**config.mk**
```make
export PLATFORM = sky130hd
export DESIGN_NAME = instruction_fetch
export DESIGN_NICKNAME = d
export VERILOG_FILES = /design/src/rtl/instruction_fetch.sv
export SDC_FILE = /design/constraint.sdc
export NUM_CORES = 1
export LEC_CHECK = 0
export CAP_MARGIN = 20
export CELL_PAD_IN_SITES_DETAIL_PLACEMENT = 1
export CELL_PAD_IN_SITES_GLOBAL_PLACEMENT = 2
export CORE_MARGIN = 3
export CORE_UTILIZATION = 28
export DETAILED_ROUTE_END_ITERATION = 8
export HOLD_SLACK_MARGIN = 0.06
export PLACE_DENSITY = 0.85
export REMOVE_ABC_BUFFERS = 1
export SLEW_MARGIN = 0
export SYNTH_ARGS = -nofsm -noshare
export SYNTH_HDL_FRONTEND = slang
export SYNTH_SLANG_ARGS = --single-unit
```
**constraint.sdc**
```tcl
create_clock -name clk -period 7.6 [get_ports clk]
set_clock_uncertainty 0.1 [all_clocks]
set_input_delay 0.76 -clock clk [delete_from_list [all_inputs] [get_ports clk]]
set_output_delay 0.76 -clock clk [all_outputs]
set_load 0.02 [all_outputs]
```
**src/rtl/instruction_fetch.sv**
```systemverilog
// Instruction fetch stage: owns the PC, the exception/interrupt return
// address (epc), the kernel-mode flag and the IF/ID pipeline register.
// Next-PC selection is a strict priority chain: exception, interrupt,
// eret, branch, jump, stall, sequential.
module instruction_fetch #(
  parameter logic [31:0] RESET_VEC = 32'h00000000,
  parameter logic [31:0] IRQ_VEC   = 32'h00000004,
  parameter logic [31:0] EXC_VEC   = 32'h00000008,
  parameter logic [31:0] NOP       = 32'h00000000
) (
  input  logic        clk,
  input  logic        reset,
  output logic [31:0] Address,
  input  logic [31:0] Instruction,
  input  logic        stall,
  input  logic        branch_take,
  input  logic [31:0] branch_target,
  input  logic        jump_take,
  input  logic [31:0] jump_target,
  input  logic        eret_take,
  input  logic        exc_req,
  input  logic [31:0] exc_pc,
  input  logic        irq_req,
  output logic        irq_ack,
  output logic [31:0] epc,
  output logic        kernel,
  output logic [31:0] if_id_instr,
  output logic [31:0] if_id_pc4,
  output logic        if_id_valid
);

  // Everything loaded into the PC on a redirect is word aligned.
  localparam logic [31:0] ALIGN_MASK = 32'hFFFFFFFC;
  localparam logic [31:0] IRQ_VEC_AL = IRQ_VEC & ALIGN_MASK;
  localparam logic [31:0] EXC_VEC_AL = EXC_VEC & ALIGN_MASK;

  typedef enum logic [2:0] {
    SEL_EXC,
    SEL_IRQ,
    SEL_ERET,
    SEL_BRANCH,
    SEL_JUMP,
    SEL_STALL,
    SEL_SEQ
  } pcSel_e;

  logic [31:0] r_pc;
  logic [31:0] r_epc;
  logic        r_kernel;
  logic [31:0] r_ifIdInstr;
  logic [31:0] r_ifIdPc4;
  logic        r_ifIdValid;

  logic        w_irqTake;
  pcSel_e      w_sel;
  logic [31:0] w_pcPlus4;
  logic [31:0] w_branchAl;
  logic [31:0] w_jumpAl;
  logic [31:0] w_epcAl;
  logic [31:0] w_irqResume;
  logic [31:0] w_nextPc;
  logic [31:0] w_nextEpc;
  logic        w_nextKernel;
  logic        w_redirect;

  // Aligned redirect targets and the sequential successor (wraps at 2^32).
  always_comb begin
    w_pcPlus4  = r_pc + 32'd4;
    w_branchAl = branch_target & ALIGN_MASK;
    w_jumpAl   = jump_target & ALIGN_MASK;
    w_epcAl    = r_epc & ALIGN_MASK;
  end

  // An interrupt is only accepted in user mode and never against an exception,
  // so a blocked irq simply stays pending on the level-sensitive request.
  always_comb begin
    w_irqTake = irq_req && !r_kernel && !exc_req;
  end

  // Resume address for an interrupt: the fetch that the interrupt displaces.
  always_comb begin
    if (branch_take) begin
      w_irqResume = w_branchAl;
    end else if (jump_take) begin
      w_irqResume = w_jumpAl;
    end else begin
      w_irqResume = r_pc;
    end
  end

  // Strict-priority choice of where the PC goes next.
  always_comb begin
    if (exc_req) begin
      w_sel = SEL_EXC;
    end else if (w_irqTake) begin
      w_sel = SEL_IRQ;
    end else if (eret_take) begin
      w_sel = SEL_ERET;
    end else if (branch_take) begin
      w_sel = SEL_BRANCH;
    end else if (jump_take) begin
      w_sel = SEL_JUMP;
    end else if (stall) begin
      w_sel = SEL_STALL;
    end else begin
      w_sel = SEL_SEQ;
    end
  end

  // Next-state values for PC, epc and kernel for the selected event.
  always_comb begin
    w_nextPc     = r_pc;
    w_nextEpc    = r_epc;
    w_nextKernel = r_kernel;
    w_redirect   = 1'b0;
    case (w_sel)
      SEL_EXC: begin
        w_nextPc     = EXC_VEC_AL;
        w_nextEpc    = exc_pc;
        w_nextKernel = 1'b1;
        w_redirect   = 1'b1;
      end
      SEL_IRQ: begin
        w_nextPc     = IRQ_VEC_AL;
        w_nextEpc    = w_irqResume;
        w_nextKernel = 1'b1;
        w_redirect   = 1'b1;
      end
      SEL_ERET: begin
        w_nextPc     = w_epcAl;
        w_nextKernel = 1'b0;
        w_redirect   = 1'b1;
      end
      SEL_BRANCH: begin
        w_nextPc   = w_branchAl;
        w_redirect = 1'b1;
      end
      SEL_JUMP: begin
        w_nextPc   = w_jumpAl;
        w_redirect = 1'b1;
      end
      SEL_STALL: begin
        w_nextPc = r_pc;
      end
      SEL_SEQ: begin
        w_nextPc = w_pcPlus4;
      end
      default: begin
        w_nextPc = r_pc;
      end
    endcase
  end

  // PC, epc and kernel flag registers.
  always_ff @(posedge clk or posedge reset) begin
    if (reset) begin
      r_pc     <= RESET_VEC;
      r_epc    <= 32'h00000000;
      r_kernel <= 1'b0;
    end else begin
      r_pc     <= w_nextPc;
      r_epc    <= w_nextEpc;
      r_kernel <= w_nextKernel;
    end
  end

  // IF/ID register: bubbles on any redirect, holds on stall, captures otherwise.
  always_ff @(posedge clk or posedge reset) begin
    if (reset) begin
      r_ifIdInstr <= NOP;
      r_ifIdPc4   <= 32'h00000000;
      r_ifIdValid <= 1'b0;
    end else if (w_redirect) begin
      r_ifIdInstr <= NOP;
      r_ifIdValid <= 1'b0;
    end else if (w_sel == SEL_SEQ) begin
      r_ifIdInstr <= Instruction;
      r_ifIdPc4   <= w_pcPlus4;
      r_ifIdValid <= 1'b1;
    end
  end

  // Output drive; the ack is masked during reset so it is forced low then.
  always_comb begin
    Address     = r_pc;
    epc         = r_epc;
    kernel      = r_kernel;
    if_id_instr = r_ifIdInstr;
    if_id_pc4   = r_ifIdPc4;
    if_id_valid = r_ifIdValid;
    irq_ack     = w_irqTake && !reset;
  end

endmodule

```
==> impl_metrics.toml, run 1 <==
[yosys]
syn-cell-area_sq_um = 6920
synthTopCellsByArea = "dfrtp_1 (46%), mux2i_1 (13%), o21ai_0 (5.9%)"
yosys.area.top_type = "dfrtp_1"
ys_ff_latch = 126
netlist_instances = 737
synth_warnings = 0
yosysTopAreaCellShare_pct = 45.6
synth-seq-area-share_pct = 45.6
avgSynthCellArea_sq_um = 9.39
synth_cell_type_count = 46
synth_ff_type = "dfrtp_1"
synthArstFlopShare_pct = 100
synth_edf_count = 0

[timing]
holdWs_ns = 0.421
worst_pin_slew_ns = 0.998
post-route-min-period_ns = 3.31
fmax_mhz = 302
rsz0062_at_grt = "no"
tns_ns = 0
hold_violations = 0
setup_viol = 0
slew_headroom_pct = 33.2
finalCritPeriodShare_pct = 43.6
final_max_slew_viol_count = 0

[die]
dieWidth_microns = 163
die_height_microns = 163
io_pins = 267
dieArea_sq_um = 26600
start_util_pct = 29.0
coreArea_sq_um = 23900
std_cell_rows = 56

[clock_network]
cts_buffers = 17
worstSkewPairLatency_ns = 0.41
clockBufferDepth = 2
cts_tree = "done"
cts_max_level = 4
clk_pin_slew_worst_paths_ns = 0.07
clock-sinks = 126
cts_root_buf = "clkbuf_16"
cts_hold_buf = 0
ctsResizeCount = 0
cts_setup_buffers = 0

[min_path]
hold_class = "register to register"

[grt]
grt_pass1_wl_microns = 40000
grt.total_usage_pct = 19.3
grt-ovfl-total = 0
grt_start_max_net_pins = 79
antenna_found_initial = 1
first_global_vias = 7009

[setup_path]
crit_path_end = "irq_ack"
crit_start = "exc_req"
crit_arrival_ns = 2.45
crit_fanout = 52
reg2reg_from = "kernel"
max_stage_delay_ns = 0.58
reg2reg_depth = 7
path_cells = "buf_2, buf_4, nor3_1, clkdlybuf4s50_1"
r2r_slack_ns = 4.92
timing.rr.end = "Address[5]"
start_kind = "input pin"
critical_path_class = "input pin to primary output"
crit_slowest_cell = "clkdlybuf4s50_1"
crit_required_ns = 6.74
worst_setup_path_end_kind = "primary output"

[finish]
antenna_cells = 0
nNetsFinal = 1099
syn2layout_area_growth_pct = 48.9
multi_input_area_sq_um = 3490
fillCellCount = 2690
seq_area_sq_um = 3150
final_layout_size_suffix_gt1_share_pct = 6.67

[power]
irDropWorstVdd_mv = 0.115
power_density_nw_per_um2 = 210
leakage_uw = 0.00407

[drt]
drc = 0
ant_nets = 0
first_iter_violations = 436
viasPerCell = 5.01
routed_wl_microns = 25700
vias = 6486
routedWlPerCell_microns = 19.9
dr.pass1.iters = 5

[status]
status = "complete, no violations"

[placement]
io_buffers = 258
gp_congestion = 0.716
post-dp-hpwl_microns = 17700

[job]
drv_cap = 0
==> metrics by stage <==
stage	worst slack [ns]	util, %	cell area [sq um]	std cells	total power, uW
final	4.29	43.1	10300	1294	2170
after global routing	4.16	43.1	10300	1294	2280
after CTS	4.25	43.1	10300	1294	2200
after detailed placement	4.08	40.8	9740	1262	1390
after global placement	4.12	40.8	9740	1262	1380
after floorplan	2.34	-	6640	673	1060
==> registers in the layout, summed over array words and instances, names as in the netlist <==
| register | flops |
|---|---|
| Address | 30 |
| epc | 32 |
| if_id_instr | 32 |
| if_id_pc4 | 30 |
| if_id_valid | 1 |
| kernel | 1 |
==> layout make-up <==
class	instances	area share (%)
flip-flops and latches	126	30.6
multi-input cells	538	33.9
clock buffers	17	4.13
clock inverters	15	1.34
inverters	9	0.376
repair buffers	270	25.8
well taps	319	3.87
==> worst min-delay path by stage <==
stage,start,to,cells after the start
2_1_floorplan,if_id_valid,if_id_valid,2
5_1_grt,if_id_valid,if_id_valid,2
3_3_place_gp,if_id_instr[24],if_id_instr[24],2
6_report,if_id_instr[28],if_id_instr[28],2
4_1_cts,if_id_instr[24],if_id_instr[24],2
3_5_place_dp,if_id_instr[3],if_id_instr[3],2
==> per-layer routing <==
| layer | vias up | global-route usage (%) | wire length (microns) |
|---|---|---|---|
| met5 | - | 0 | 13 |
| met4 | 2 | 4.34 | 269 |
| met3 | 15 | 7.56 | 2450 |
| met2 | 248 | 31.2 | 11900 |
| met1 | 3187 | 24.5 | 11100 |
| li1 | 3034 | - | - |
==> cell usage in the layout (no fill, tap or decap), types with 2 or more instances in the layout <==
cell / netlist / final
nor4_1: 3 / 2
nor3_2: 3 / 2
or4_4: 2 / 2
dfrtp_1: 126 / 126
o21ai_1: 9 / 9
nor2_1: 84 / 83
clkinv_4: 0 / 4
nor4_2: 1 / 2
nor2b_1: 3 / 2
o21ai_0: 82 / 82
nand2b_1: 4 / 4
clkbuf_16: 0 / 17
a21oi_1: 39 / 39
conb_1: 1 / 4
xor2_1: 16 / 16
nand2_1: 71 / 71
inv_1: 9 / 8
and2_1: 2 / 2
inv_6: 0 / 5
clkinvlp_4: 0 / 3
xnor2_1: 41 / 41
nand3_1: 11 / 11
mux2i_1: 90 / 90
buf_4: 5 / 13
and4_1: 7 / 7
clkdlybuf4s50_1: 0 / 254
a222oi_1: 24 / 24
nand4b_1: 2 / 2
a22o_1: 4 / 4
buf_2: 12 / 3
nand4_1: 5 / 5
nor3_1: 15 / 15
clkinv_2: 0 / 3
==> critical path: cells and delay by family <==
| family | cells | cell delay, ns |
|---|---|---|
| buffers and inverters | 3 | 1.55 |
| and+or+nand+nor | 1 | 0.12 |
==> cell families (layout without fill, tap and decap cells) <==
group           count (synthesis)  in the layout  share of synthesized area [%]
flops                         126            126                           45.6
fa+ha+maj                       1              1                          0.181
simple gates                  223            223                           15.3
mux                            91             91                           13.2
xor+xnor                       57             57                           7.21
other cells                     1              4                         0.0542
buf+inv                        76            311                           4.65
compound gates                162            162                           13.9
==> where the power goes <==
group	total, uW	internal [uW]	leakage, uW	switching, uW
clock network	800	454	0.000270	345
registers	818	746	0.00161	72.3
logic	549	271	0.00219	277
total	2170	1470	0.00407	695
==> synthesized netlist by cell type (all sizes together), types with 2 or more instances <==
cell and count:
nor2b 3, and2 2, dfrtp 126, inv 9, nand3 12, nand2 71, buf 25, nand2b 4
nor4 4, mux2i 90, a22o 4, xnor2 41, xor2 16, and4 7, or4 2, nor2 84
nand4b 2, nand4 6, o21ai 91, clkbuf 42, nor3 18, a222oi 24, a21oi 39
Power figures use the tool's default switching activity.
==> run 2: changes to the inputs <==
--- a/config.mk
+++ b/config.mk
@@ -9,10 +9,10 @@
 export CELL_PAD_IN_SITES_DETAIL_PLACEMENT = 1
 export CELL_PAD_IN_SITES_GLOBAL_PLACEMENT = 2
 export CORE_MARGIN = 3
-export CORE_UTILIZATION = 28
+export CORE_UTILIZATION = 23
 export DETAILED_ROUTE_END_ITERATION = 8
 export HOLD_SLACK_MARGIN = 0.06
-export PLACE_DENSITY = 0.85
+export PLACE_DENSITY = 0.75
 export REMOVE_ABC_BUFFERS = 1
 export SLEW_MARGIN = 0
 export SYNTH_ARGS = -nofsm -noshare
==> constraint.sdc (replaced) <==
create_clock -name clk -period 3 [get_ports clk]
set_clock_uncertainty 0.1 [all_clocks]
set_input_delay 0.3 -clock clk [delete_from_list [all_inputs] [get_ports clk]]
set_output_delay 0.3 -clock clk [all_outputs]
set_load 0.02 [all_outputs]
==> run 2 against run 1 <==
Net effect: critical path depth increased by 2; power increased to 2.6 times the previous value; clock-buffer cell count did not move; worst hold slack got worse by 0.17 ns; design area rose by 2.4%; setup slack worse by 3.8 ns; highest routed layer unchanged.
==> impl_metrics.toml, run 2 (synthesized netlist as in run 1, its figures left out) <==
[grt]
grt_start_max_net_pins = 64
grt-ovfl-total = 0
first_global_vias = 7243
antenna_found_initial = 2
grt.total_usage_pct = 17.0
grt_pass1_wl_microns = 43400

[power]
leakage_uw = 0.00416
power_density_nw_per_um2 = 530
irDropWorstVdd_mv = 0.274

[setup_path]
path_cells = "ha_1, nand4_2, or4_4, or4_4, xor2_1, o21ai_1"
critPathMostFrequentCell = "or4_4"
reg2reg_depth = 6
cp.depth = 6
cpLargestDelayFamily = "simple AND/OR/NAND/NOR gates"
start_kind = "register"
crit_required_ns = 3.18
critical_path_class = "register to register"
crit_slowest_cell = "or4_4"
worst_setup_path_end_kind = "register"
path_buf_inv = 0
max_stage_delay_ns = 0.68
crit_fanout = 13
crit_arrival_ns = 2.69

[die]
coreArea_sq_um = 29200
start_util_pct = 23.7
dieWidth_microns = 179
dieArea_sq_um = 32200
io_pins = 267
die_height_microns = 179
std_cell_rows = 62

[timing]
finalCritPeriodShare_pct = 83.6
fmax_mhz = 399
setup_viol = 0
worst_pin_slew_ns = 0.748
hold_violations = 0
rsz0062_at_grt = "no"
tns_ns = 0
holdWs_ns = 0.254
slew_headroom_pct = 49.7
final_max_slew_viol_count = 0
fin_ws_ns = 0.492
post-route-min-period_ns = 2.51

[finish]
fillCellCount = 3338
multi_input_area_sq_um = 3490
final_layout_size_suffix_gt1_share_pct = 7.89
stdcell_count = 1372
nNetsFinal = 1113
mostFrequentLayoutCells = "clkdlybuf4s50_1 (254), dfrtp_1 (126), mux2i_1 (90)"
seq_area_sq_um = 3150
antenna_cells = 0
final_common_cell = "clkdlybuf4s50_1"
syn2layout_area_growth_pct = 52.4

[drt]
first_iter_violations = 303
routedWlPerCell_microns = 20.1
dr.pass1.iters = 7
routed_wl_microns = 27600
vias = 6578
ant_nets = 0
viasPerCell = 4.79
drc = 0

[clock_network]
ctsResizeCount = 0
cts_setup_buffers = 0
cts_hold_buf = 0
cts_tree = "done"
clk_pin_slew_worst_paths_ns = 0.07
clock-sinks = 126
cts_max_level = 4
clockBufferDepth = 2
cts_root_buf = "clkbuf_16"
worstSkewPairLatency_ns = 0.42
cts_buffers = 17

[min_path]
hold_class = "input pin to async pin"

[placement]
gp_congestion = 0.715
place_inst = 1341
post-dp-hpwl_microns = 19500
pre_cts_ws_ns = 0.475
io_buffers = 258

[status]
status = "complete, no violations"

[job]
drv_cap = 0
## run 2: layout make-up
class | instances | share of cell area (%)
Clock buffer | 17 | 4.03
Tap cell | 384 | 4.56
Sequential cell | 126 | 29.9
Clock inverter | 14 | 1.38
Timing Repair Buffer | 284 | 26.6
Multi-Input combinational cell | 538 | 33.1
Inverter | 9 | 0.368
## run 2: power breakdown
part           leakage, uW  switching, uW  internal [uW]  total, uW
sequential         0.00161            170           1890       2060
combinational      0.00228            728            708       1440
clock             0.000271            872           1220       2090
total              0.00416           1770           3820       5590
## run 2: worst paths after layout
check	startpoint	to	slack (ns)
worst max-delay path	Address[2]	Address[26]	0.49
worst min-delay path	reset	if_id_instr[4]	0.25
worst max register to register	Address[2]	Address[26]	0.49
worst min register to register	if_id_pc4[18]	if_id_pc4[18]	0.42
max in group asynchronous	reset	Address[25]	1.91
min in group clk	exc_req	epc[3]	0.28
## run 2: metrics by stage
step / utilization, % / cell area (sq um) / power (uW)
after global routing: 36.2 / 10500 / 5880
after floorplan: - / 6640 / 2690
after detailed placement: 34.2 / 9980 / 3550
after global placement: 34.2 / 9980 / 3530
after CTS: 36.2 / 10500 / 5680
final: 36.2 / 10500 / 5590
## run 2: layer usage
metal | GRT usage [%] | vias up | part of all wire [%]
li1 | - | 3064 | -
met4 | 3.43 | 4 | 0.71
met2 | 27.2 | 228 | 45
met1 | 22.2 | 3268 | 46
met5 | 0 | - | 0.080
met3 | 6.16 | 14 | 8.0
==> run 3: changes to the inputs <==
==> constraint.sdc (replaced) <==
create_clock -name clk -period 2.3 [get_ports clk]
set_clock_uncertainty 0.1 [all_clocks]
set_input_delay 0.23 -clock clk [delete_from_list [all_inputs] [get_ports clk]]
set_output_delay 0.23 -clock clk [all_outputs]
set_load 0.02 [all_outputs]
==> run 3 against run 2 <==
Net effect: clock power rose by 33%; non-clock buffer count increased by 26; global-route usage down 0.29 points; first-iteration DRC count increased by 8.9%; power grew 32%; setup slack lost 0.40 ns; worst hold slack worse by 0.15 ns; sequential power is 30% higher; clock-buffer cell count unchanged.
==> impl_metrics.toml, run 3 (synthesized netlist as in run 1, its figures left out) <==
[drt]
routed_wl_microns = 27500
routedWlPerCell_microns = 19.7
drc = 0
dr.pass1.iters = 6
ant_nets = 0
vias = 6683
viasPerCell = 4.78
first_iter_violations = 330

[finish]
antenna_cells = 0
final_layout_size_suffix_gt1_share_pct = 10.7
nNetsFinal = 1139
mostFrequentLayoutCells = "clkdlybuf4s50_1 (253), dfrtp_1 (125), mux2i_1 (90)"
syn2layout_area_growth_pct = 57.2
stdcell_count = 1399
fillCellCount = 3318
final_common_cell = "clkdlybuf4s50_1"

[die]
coreArea_sq_um = 29200
die_height_microns = 179
io_pins = 267
start_util_pct = 23.7
dieWidth_microns = 179
dieArea_sq_um = 32200
std_cell_rows = 62

[setup_path]
crit_arrival_ns = 2.39
reg2reg_from = "Address[3]"
timing.rr.end = "Address[29]"
reg2reg_depth = 7
crit_required_ns = 2.48
critical_path_class = "register to register"
worst_setup_path_end_kind = "register"
r2r_slack_ns = 0.09
crit_fanout = 18
start_kind = "register"

[power]
leakage_uw = 0.00434
p_clk_share_pct = 37.6
combPwrFrac_pct = 26.4
switching_share_pct = 31.8
switchingPower_uw = 2350
power_density_nw_per_um2 = 680
finalPower_uw = 7400
p_int_uw = 5050
seqPwrFrac_pct = 36.1
irDropWorstVdd_mv = 0.383

[clock_network]
cts_buffers = 17
clockBufferDepth = 2
clk_pin_slew_worst_paths_ns = 0.06
clock-sinks = 126
cts_hold_buf = 0
cts_max_level = 4
cts_tree = "done"
worstSkewPairLatency_ns = 0.42
cts_root_buf = "clkbuf_16"

[grt]
antenna_found_initial = 2
grt_start_max_net_pins = 53
grt-ovfl-total = 0
first_global_vias = 7188
grt.total_usage_pct = 16.7
grt_pass1_wl_microns = 43000

[job]
drv_cap = 0

[timing]
fmax_mhz = 452
final_max_slew_viol_count = 0
hold_violations = 0
setup_viol = 0
post-route-min-period_ns = 2.21
finalCritPeriodShare_pct = 96.2

[placement]
place_inst = 1366
post-dp-hpwl_microns = 20100
io_buffers = 258
gp_congestion = 0.724

[min_path]
hold_class = "input pin to async pin"

[status]
status = "complete, no violations"
## run 3: cell types whose count changed in the layout (fill, tap and decap cells not counted), sizes merged
cell / before / now
buf: 30 / 56
inv: 11 / 13
clkdlybuf4s50: 254 / 253
clkinv: 6 / 5
dlygate4sd2: 0 / 1
## run 3: how the worst max path moves through the flow
stage | startpoint | endpoint | depth (start not counted)
2_1_floorplan | kernel | if_id_pc4[3] | 4
3_3_place_gp | irq_req | Address[8] | 6
3_5_place_dp | eret_take | if_id_pc4[31] | 7
4_1_cts | Address[2] | Address[16] | 7
5_1_grt | Address[3] | Address[29] | 7
6_report | Address[3] | Address[29] | 7
## run 3: final cells by class
| class | instances | area [sq um] | share of cell area (%) |
|---|---|---|---|
| clock buffers | 17 | 425 | 3.91 |
| clock inverters | 15 | 161 | 1.48 |
| inverters | 9 | 38.8 | 0.357 |
| multi-input cells | 538 | 3530 | 32.5 |
| flip-flops and latches | 126 | 3150 | 29.0 |
| well taps | 384 | 480 | 4.42 |
| repair buffers | 310 | 3090 | 28.4 |
## run 3: worst max-delay path, stage by stage, from the launching register on
cell and delay, ns:
dfrtp_1 0.42, buf_4 0.14, and4_4 0.25, or4b_4 0.47
buf_8 0.18, nor4_4 0.27, xnor2_1 0.15, o21ai_1 0.07
## run 3: repair_timing
| action | in CTS | in global routing |
|---|---|---|
| pin swaps | 0 | 2 |
| gates resized for setup | 1 | 10 |
| buffers inserted | 0 | 1 |
| endpoints found under the setup margin | 1 | 7 |
## run 3: power by group through the flow
stage	combinational [uW]	clock (uW)	sequential [uW]
finish	1950	2780	2670
global route	2110	2960	2710
CTS	1980	2870	2670
detailed placement	1970	0	2710
global placement	1950	0	2700
floorplan	498	0	3000
## run 3: routing by layer
layer,global-route usage (%),vias up,share of wire (%)
li1,-,3118,-
met1,22.3,3312,46
met2,26.0,232,45
met3,6.37,17,8.5
met4,3.16,4,0.58
met5,0,-,0.11
## run 3: stage by stage
step           TNS (ns)  worst slack (ns)  area [sq um]  hold slack, ns  utilization (%)
2_1_floorplan   -349.29             -2.75          6640           0.217                -
3_3_place_gp          0            0.0727         10200           0.402             35.1
5_1_grt         -0.0182           -0.0124         10900           0.142             37.3
6_report              0            0.0880         10900           0.103             37.3
4_1_cts               0            0.0495         10800           0.113             37.1
3_5_place_dp          0            0.0335         10200           0.414             35.1
==> patch: new RTL, settings of run 2 <==
Register the output `irq_ack`, without a reset; this adds one clock of latency there. The other outputs are not delayed to match.
--- a/src/rtl/instruction_fetch.sv
+++ b/src/rtl/instruction_fetch.sv
@@ -44,6 +44,8 @@
     SEL_SEQ
   } pcSel_e;
 
+  logic irq_ack_d;
+
   logic [31:0] r_pc;
   logic [31:0] r_epc;
   logic        r_kernel;
@@ -188,7 +190,11 @@
     if_id_instr = r_ifIdInstr;
     if_id_pc4   = r_ifIdPc4;
     if_id_valid = r_ifIdValid;
-    irq_ack     = w_irqTake && !reset;
+    irq_ack_d   = w_irqTake && !reset;
+  end
+
+  always_ff @(posedge clk) begin
+    irq_ack <= irq_ack_d;
   end
 
 endmodule
Function: changed (Yosys sat finds a counterexample within 4 cycles, from zero or initial values and one cycle with reset high).
==> patch against run 2 <==
  * Sequential share of layout area about the same
  * Area after synthesis up 0.29%
  * Synthesized cell count up 0.14%
  * Final cell count up 0.44%
  * Setup slack worse by 0.10 ns
  * Sequential cell count up 1
  * Final area up 0.62%
  * Hold slack worse by 0.050 ns
  * Total power up 2.1%
  * First-iteration DRC count up 15%
  * Via count down 1.0%
  * Wire length down 1.3%
==> patch: results (changes against run 2) <==
{
  "run_status": "finished, final reports clean",
  "setup_ws": {"value": 0.3925, "unit": "ns", "change": "-0.09988 ns"},
  "use_met2": {"value": 28.22, "unit": "%", "change": "+1.1 points"},
  "dpl.cell_count": {"value": 1346, "change": "+0.37%"},
  "grt_first_pass_wirelength": {"value": 43030, "unit": "µm", "change": "-0.89%"},
  "grt_antenna_before_repair": {"value": 0, "change": "-2"},
  "place.detailed.hpwl": {"value": 19590, "unit": "µm", "change": "+0.27%"},
  "nFillCells": {"value": 3315, "change": "-0.69%"},
  "power.share.combinational": {"value": 25.2, "unit": "%", "change": "-0.5 points"},
  "met1_usage": {"value": 21.27, "unit": "%", "change": "-0.94 points"},
  "weighted_congestion_reported_at_the_end_of_routability_driven_placement": {"value": 0.7237, "change": "+1.3%"},
  "worst_hold_slack": {"value": 0.2040, "unit": "ns", "change": "-0.05031 ns"},
  "syn_avg_cell_area": {"value": 9.404, "unit": "µm²", "change": "+0.15%"},
  "arrival": {"value": 2.79, "unit": "ns", "change": "+0.10 ns"},
  "maxSlewHeadroom": {"value": 56.13, "unit": "%", "change": "+6.4 points"},
  "total_via_count_after_detailed_routing": {"value": 6510, "change": "-1.0%"},
  "synth.lib_cells_used.distinct": {"value": 47, "change": "+2.2%"},
  "detail_route.first_pass.iterations": {"value": 5, "change": "-2"},
  "final_net_count": {"value": 1118, "change": "+0.45%"},
  "grt_use_met3": {"value": 5.598, "unit": "%", "change": "-0.57 points"},
  "vdd_ir_max": {"value": 0.0003009, "unit": "V", "change": "+9.6%"},
  "static-leakage-power": {"value": 4.206, "unit": "nW", "change": "+1.1%"},
  "power.clock.fraction": {"value": 38.5, "unit": "%", "change": "+1.1 points"},
  "placement.setup.worst_slack": {"value": 0.3976, "unit": "ns", "change": "-0.07706 ns"},
  "place.port_buffers": {"value": 258, "change": "unchanged"},
  "synth.top_cells.by_area": "sky130_fd_sc_hd__dfrtp_1 (45%), sky130_fd_sc_hd__mux2i_1 (13%), sky130_fd_sc_hd__o21ai_0 (5.9%), sky130_fd_sc_hd__xnor2_1 (5.2%), sky130_fd_sc_hd__nor2_1 (4.5%)",
  "synth_async_sr_flop_share": {"value": 99.21, "unit": "%", "change": "-0.79 points"},
  "initialDrtViolationCount": {"value": 347, "change": "+15%"},
  "global_route.usage.total": {"value": 16.80, "unit": "%", "change": "-0.18 points"},
  "layoutNonFillerInstCount": {"value": 1378, "change": "+0.44%"},
  "worstHoldPathType": "in2reg",
  "syn_to_final_growth_pct": 52.89
}
==> patch: cell count changes after synthesis, sizes merged <==
cell	delta
dfxtp	+1
==> patch: cell type report <==
cell class	instances	share of cell area [%]
Inverter	9	0.3655
Sequential cell	127	29.90
Multi-Input combinational cell	538	32.92
Clock buffer	18	4.044
Clock inverter	14	1.710
Timing Repair Buffer	288	26.53
Tap cell	384	4.528
==> patch: metal layers <==
metal | vias to the layer above | routed length [µm]
li1 | 3084 | -
met1 | 3212 | 12160
met2 | 204 | 12820
met3 | 10 | 2053
met4 | 0 | 210
met5 | - | 0
==> patch: cells by family after synthesis <==
family	after synthesis	synth area share, %
flip-flops	127	45.72
multiplexers	91	13.14
buffers and inverters	76	4.633
AND/OR/NAND/NOR	223	15.25
XOR/XNOR	57	7.193
other	1	0.05403
adder cells (fa/ha/maj)	1	0.1802
AO/OA/AOI/OAI	162	13.83
